### src/rtl/pad_mask_gen.sv
// Padding mask generator: turns a raster walk of output columns into per-member
// pass masks plus horizontal/vertical pad codes for a KWxKH kernel.
module pad_mask_gen #(
    parameter int MEMBERS   = 24,
    parameter int KW_MAX    = 7,
    parameter int KH_MAX    = 7,
    parameter int BITS_COLS = 10,
    parameter int BITS_ROWS = 10,
    localparam int BITS_KW2 = $clog2(KW_MAX / 2 + 1),
    localparam int BITS_KH2 = $clog2(KH_MAX / 2 + 1),
    localparam int BITS_KW  = $clog2(KW_MAX + 1),
    localparam int BITS_KH  = $clog2(KH_MAX + 1)
) (
    input  logic                 aclk,
    input  logic                 areset,
    input  logic                 aclken,
    input  logic                 s_valid,
    output logic                 s_ready,
    input  logic                 s_config,
    input  logic                 s_cin_last,
    input  logic [BITS_KW2-1:0]  cfg_kw2,
    input  logic [BITS_KH2-1:0]  cfg_kh2,
    input  logic [BITS_COLS-1:0] cfg_cols_1,
    input  logic [BITS_ROWS-1:0] cfg_rows_1,
    input  logic                 cfg_same,
    output logic                 m_valid,
    input  logic                 m_ready,
    output logic [MEMBERS-1:0]   mask_full,
    output logic [BITS_KW-1:0]   clr_col,
    output logic [BITS_KH-1:0]   clr_row,
    output logic                 m_last_col,
    output logic                 m_last_frame,
    output logic                 cfg_err
);

    localparam int CW   = BITS_COLS + 2;
    localparam int RW   = BITS_ROWS + 2;
    localparam int KTBL = 1 << BITS_KW2;

    // Ones at the last member of every complete kernel-width group.
    function automatic logic [MEMBERS-1:0] mod_pattern(input int unsigned k2);
        logic [MEMBERS-1:0] p;
        int unsigned        kw;
        kw = 2 * k2 + 1;
        p  = '0;
        for (int unsigned m = 0; m < MEMBERS; m++)
            p[m] = ((m % kw) == kw - 1) && (m < (MEMBERS / kw) * kw);
        return p;
    endfunction

    logic [MEMBERS-1:0] mask_tbl [KTBL];

    for (genvar k = 0; k < KTBL; k++) begin : g_tbl
        assign mask_tbl[k] = mod_pattern(k);
    end

    logic [BITS_KW2-1:0]  kw2_q, kw2_d;
    logic [BITS_KH2-1:0]  kh2_q, kh2_d;
    logic [BITS_COLS-1:0] cols_1_q, cols_1_d, col_q, col_d;
    logic [BITS_ROWS-1:0] rows_1_q, rows_1_d, row_q, row_d;
    logic                 same_q, same_d;
    logic                 err_q, err_d;
    logic                 m_valid_q, m_valid_d;
    logic [MEMBERS-1:0]   mask_q, mask_d;
    logic [BITS_KW-1:0]   clr_col_q, clr_col_d;
    logic [BITS_KH-1:0]   clr_row_q, clr_row_d;
    logic                 last_col_q, last_col_d;
    logic                 last_frame_q, last_frame_d;

    logic          acc;
    logic [CW-1:0] c_x, kw2_x, hi_c, code_c;
    logic [RW-1:0] r_x, kh2_x, hi_r, code_r;
    logic          border_c, border_r, at_last_c, at_last_r;

    assign s_ready = !m_valid_q || m_ready;
    assign acc     = aclken && s_valid && s_ready;

    always_comb begin
        c_x   = CW'(col_q);
        kw2_x = CW'(kw2_q);
        hi_c  = CW'(cols_1_q) - kw2_x;
        r_x   = RW'(row_q);
        kh2_x = RW'(kh2_q);
        hi_r  = RW'(rows_1_q) - kh2_x;

        border_c = (c_x < kw2_x) || (c_x > hi_c);
        border_r = (r_x < kh2_x) || (r_x > hi_r);
        at_last_c = (col_q == cols_1_q);
        at_last_r = (row_q == rows_1_q);

        code_c = '0;
        if (c_x < kw2_x)
            code_c = ((kw2_x - c_x) << 1) - CW'(1);
        else if (c_x > hi_c)
            code_c = (c_x - hi_c) << 1;

        code_r = '0;
        if (r_x < kh2_x)
            code_r = ((kh2_x - r_x) << 1) - RW'(1);
        else if (r_x > hi_r)
            code_r = (r_x - hi_r) << 1;
    end

    always_comb begin
        kw2_d        = kw2_q;
        kh2_d        = kh2_q;
        cols_1_d     = cols_1_q;
        rows_1_d     = rows_1_q;
        same_d       = same_q;
        err_d        = err_q;
        col_d        = col_q;
        row_d        = row_q;
        m_valid_d    = m_valid_q;
        mask_d       = mask_q;
        clr_col_d    = clr_col_q;
        clr_row_d    = clr_row_q;
        last_col_d   = last_col_q;
        last_frame_d = last_frame_q;

        if (acc) begin
            m_valid_d = 1'b1;
            if (s_config) begin
                kw2_d        = cfg_kw2;
                kh2_d        = cfg_kh2;
                cols_1_d     = cfg_cols_1;
                rows_1_d     = cfg_rows_1;
                same_d       = cfg_same;
                err_d        = (CW'(cfg_cols_1) < (CW'(cfg_kw2) << 1)) ||
                               (RW'(cfg_rows_1) < (RW'(cfg_kh2) << 1));
                col_d        = '0;
                row_d        = '0;
                mask_d       = '1;
                clr_col_d    = '0;
                clr_row_d    = '0;
                last_col_d   = 1'b0;
                last_frame_d = 1'b0;
            end else begin
                last_col_d   = at_last_c;
                last_frame_d = at_last_c && at_last_r;
                if (same_q) begin
                    clr_col_d = code_c[BITS_KW-1:0];
                    clr_row_d = code_r[BITS_KH-1:0];
                end else begin
                    clr_col_d = '0;
                    clr_row_d = '0;
                end
                if (err_q || (!same_q && (border_c || border_r)))
                    mask_d = '0;
                else
                    mask_d = mask_tbl[kw2_q];
                if (s_cin_last) begin
                    if (at_last_c) begin
                        col_d = '0;
                        row_d = at_last_r ? '0 : row_q + BITS_ROWS'(1);
                    end else begin
                        col_d = col_q + BITS_COLS'(1);
                    end
                end
            end
        end else if (aclken && m_ready) begin
            m_valid_d = 1'b0;
        end
    end

    always_ff @(posedge aclk or posedge areset) begin
        if (areset) begin
            kw2_q        <= '0;
            kh2_q        <= '0;
            cols_1_q     <= '0;
            rows_1_q     <= '0;
            same_q       <= 1'b1;
            err_q        <= 1'b0;
            col_q        <= '0;
            row_q        <= '0;
            m_valid_q    <= 1'b0;
            mask_q       <= '0;
            clr_col_q    <= '0;
            clr_row_q    <= '0;
            last_col_q   <= 1'b0;
            last_frame_q <= 1'b0;
        end else begin
            kw2_q        <= kw2_d;
            kh2_q        <= kh2_d;
            cols_1_q     <= cols_1_d;
            rows_1_q     <= rows_1_d;
            same_q       <= same_d;
            err_q        <= err_d;
            col_q        <= col_d;
            row_q        <= row_d;
            m_valid_q    <= m_valid_d;
            mask_q       <= mask_d;
            clr_col_q    <= clr_col_d;
            clr_row_q    <= clr_row_d;
            last_col_q   <= last_col_d;
            last_frame_q <= last_frame_d;
        end
    end

    assign m_valid      = m_valid_q;
    assign mask_full    = mask_q;
    assign clr_col      = clr_col_q;
    assign clr_row      = clr_row_q;
    assign m_last_col   = last_col_q;
    assign m_last_frame = last_frame_q;
    assign cfg_err      = err_q;

endmodule

### config.mk
export PLATFORM = sky130hd
export DESIGN_NAME = pad_mask_gen
export DESIGN_NICKNAME = d
export VERILOG_FILES = /design/src/rtl/pad_mask_gen.sv
export SDC_FILE = /design/constraint.sdc
export NUM_CORES = 1
export LEC_CHECK = 0
export CAP_MARGIN = 20
export CORE_ASPECT_RATIO = 0.9
export CORE_UTILIZATION = 50
export DETAILED_ROUTE_END_ITERATION = 6
export HOLD_SLACK_MARGIN = 0.12
export PLACE_DENSITY = 0.75
export REMOVE_ABC_BUFFERS = 1
export SETUP_SLACK_MARGIN = 0.4
export SYNTH_ARGS = -nofsm -noshare
export SYNTH_HDL_FRONTEND = slang
export SYNTH_SLANG_ARGS = --single-unit
### constraint.sdc
create_clock -name aclk -period 6.6 [get_ports aclk]
set_clock_uncertainty 0.2 [all_clocks]
set_input_delay 1.32 -clock aclk [delete_from_list [all_inputs] [get_ports aclk]]
set_output_delay 1.32 -clock aclk [all_outputs]
set_load 0.02 [all_outputs]
==> reports/qor.txt <==
Total Routing Usage GR: 23.36%
Final Cell Area: 5165 um2
vias in the first global route: 3,504
ys async rst share: 100.0%
area delta synth->final: 17.64%
Adder-Cell Fraction of Synth Area: 12.65%
Worst-Skew Late Latency: 0.34 ns
internal power: 988.2 uW
number of synthesized flops with an enable pin: 0
CTS Hold Bufs: 0
Worst Path Class, Setup: input pin to output pin
io pins: 67
placer congestion estimate: 0.8897
run status: finished, final reports clean
via-per-instance ratio: 5.502
Hold WC Path Type: flip-flop to flip-flop
Max Cap Violations: 0
core area: 8528 um2
Sink Count: 61
count leader, synth: nand2_1
Sequential Area: 1528 um2
Setup Buffers After CTS: 0
Iter 0 DRT Violations: 169
crit path capture type: output pin
Netlist Area Pre-Place: 4390 um2
Post-CTS Resized: 0
Post-Syn Area per Cell: 9.034 um2
Pins Over Slew Limit: 0
Ant. Diodes: 0
# nets final: 600
Reg clk slew, reported paths: 0.07 ns
Setup WS pre-CTS: 2.541 ns
mux share of post-synthesis cell area: 2.508%
Die Area: 9160 um2
CTS root buf: clkbuf_8
first-pass GRT wire length: 16,730 um
largest net degree at the start of global routing: 62
initial antenna violation count: 0
overall overflow remaining after global route: 0
xor/xnor share of the synthesized area: 8.777%
largest family of logic cells by synthesized area: simple AND/OR/NAND/NOR gates
Final Cycle Share: 61.50%
PD cells: 317.5 nW/um2
cell family with most CP delay: buffers and inverters
Layout fillers: 738
CTS H-tree lvls: 3
Seq/Total Area, Yosys: 34.80%
Die X: 100.8 um
post-synth cell types: 56
min Tclk post-route: 4.059 ns
sequential power share: 35.1%
CTS Buf Count: 9
drt drc: 0
initial core utilization: 51.48%
worst path buffer plus inverter count: 2
via count: 3,576
Max Clk Rate: 246.4 MHz
final WL: 9901 um
RSZ-0062 raised after global routing: no
top cells by count, synth: nand2_1, dfrtp_1, ha_1
crit path max fanout: 2
leading area contributor after synthesis: dfrtp_1
compound-cell area share of the yosys netlist: 13.82%
slowest stage delay, CP: 0.61 ns
Max-slew headroom: 46.44%
routed wire length per instance: 15.23 um
CP required: 5.08 ns
Synth top area share: 34.20%
port bufs: 66
Post-Synth Simple-Gate Area: 19.64%
synth top area cells: dfrtp_1, ha_1, nand2_1, xnor2_1, buf_4
endpoints failing setup: 0
Slew @ Worst Pin: 0.7990 ns
synth warn: 0
CP max stage cell: clkdlybuf4s50_1
row count: 32
DIE HEIGHT: 90.90 um
Post-Place Cell Area: 4974 um2
CP Cell Sequence: clkdlybuf4s50_1 > nand2b_1 > clkdlybuf4s50_1
Clk pwr share: 20.2%
drt pass-1 iters: 4
setup_tns: 0 ns
switching share of power: 39.74%
CTS max path bufs: 2
worst vdd ir: 0.2181 mV
fraction of layout cells with a size suffix above 1: 9.605%
area of the multi-input gates: 2520 um2
DP HPWL: 7439 um
prevailing post-synth register cell: dfrtp_1
Worst Slack Setup Final: 2.541 ns
CP Launch Type: input pin
CTS tree: done
Sw Pwr: 651.8 uW
Logic pwr share: 44.7%
Mapped Cells: 486
Yosys reg bits: 61
CP arrival: 2.54 ns
post-route ant nets: 0
Leak: 0.002235 uW
final hold vios: 0
CP most frequent cell: clkdlybuf4s50_1
==> stage by stage <==
| step | instances | total power [uW] | util [%] | hold slack (ns) |
|---|---|---|---|---|
| floorplan | 447 | 1038 | - | 0.2440 |
| global placement | 634 | 1292 | 58.32 | 0.2596 |
| detailed placement | 634 | 1311 | 58.32 | 0.2676 |
| CTS | 650 | 1645 | 60.56 | 0.2791 |
| global route | 650 | 1763 | 60.56 | 0.3042 |
| finish | 650 | 1640 | 60.56 | 0.2775 |
==> area by class of cell <==
class	instances	area share [%]
flip-flops and latches	61	29.58
inverters	27	1.962
repair buffers	68	13.08
multi-input cells	359	48.79
clock inverters	5	0.9690
well taps	119	2.883
clock buffers	11	2.737
==> cells by family (layout without fill, tap and decap cells) <==
group	Yosys count	count (layout)
flip-flops	61	61
adder cells (fa/ha/maj)	42	42
AND/OR/NAND/NOR	174	174
buffers and inverters	66	111
AO/OA/AOI/OAI	89	89
XOR/XNOR	44	44
multiplexers	10	10
==> state kept, by name (all words and copies together) (netlist names) <==
signal        cells
cfg_err           1
clr_col           3
clr_row           3
col_q            10
cols_1_q         10
kh2_q             2
kw2_q             2
m_last_col        1
m_last_frame      1
m_valid           1
mask_full         6
row_q            10
rows_1_q         10
same_q            1
==> power by group through the flow <==
stage / logic [uW] / clock network [uW] / registers [uW]
final: 734 / 331 / 576
after global routing: 815 / 358 / 591
after CTS: 736 / 335 / 574
after detailed placement: 731 / 0 / 580
after global placement: 716 / 0 / 576
after floorplan: 416 / 0 / 622
==> worst register-to-register path, delay by kind of cell, from the launching register on <==
family,cells,cell delay (ns)
xor+xnor,1,0.16
fa+ha+maj,2,0.59
compound gates,5,1.33
flops,1,0.47
buf+inv,1,0.15
simple gates,5,0.93
==> worst paths after layout <==
kind / depth (start not counted) / endpoint / slack [ns] / startpoint
max: 3 / s_ready / 2.54 / m_ready
min: 2 / same_q$_DFFE_PP1P_ / 0.28 / same_q$_DFFE_PP1P_
max reg2reg: 14 / mask_full[19]$_DFFE_PP0P_ / 2.68 / kw2_q[1]$_DFFE_PP0P_
min reg2reg: 2 / same_q$_DFFE_PP1P_ / 0.28 / same_q$_DFFE_PP1P_
max in group asynchronous: 3 / col_q[8]$_DFFE_PP0P_ / 4.36 / areset
min in group asynchronous: 3 / rows_1_q[2]$_DFFE_PP0P_ / 1.33 / areset
==> routing by layer <==
metal | wire length, um | up-vias | track usage (%)
li1 | - | 1741 | -
met1 | 4965 | 1726 | 34.90
met2 | 4227 | 97 | 33.96
met3 | 544 | 12 | 3.560
met4 | 163 | 0 | 8.454
met5 | 0 | - | 0
==> cell usage in the layout (no fill, tap or decap), types with 10 or more instances in the layout <==
cell type	instances
o21ai_0	29
nand2_1	76
ha_1	38
nor4_1	12
dfrtp_1	60
xor2_1	12
inv_1	26
nor2_1	25
clkdlybuf4s50_1	66
xnor2_1	32
clkbuf_8	10
a21oi_1	12
No activity file was read; power rests on OpenSTA's default activity.
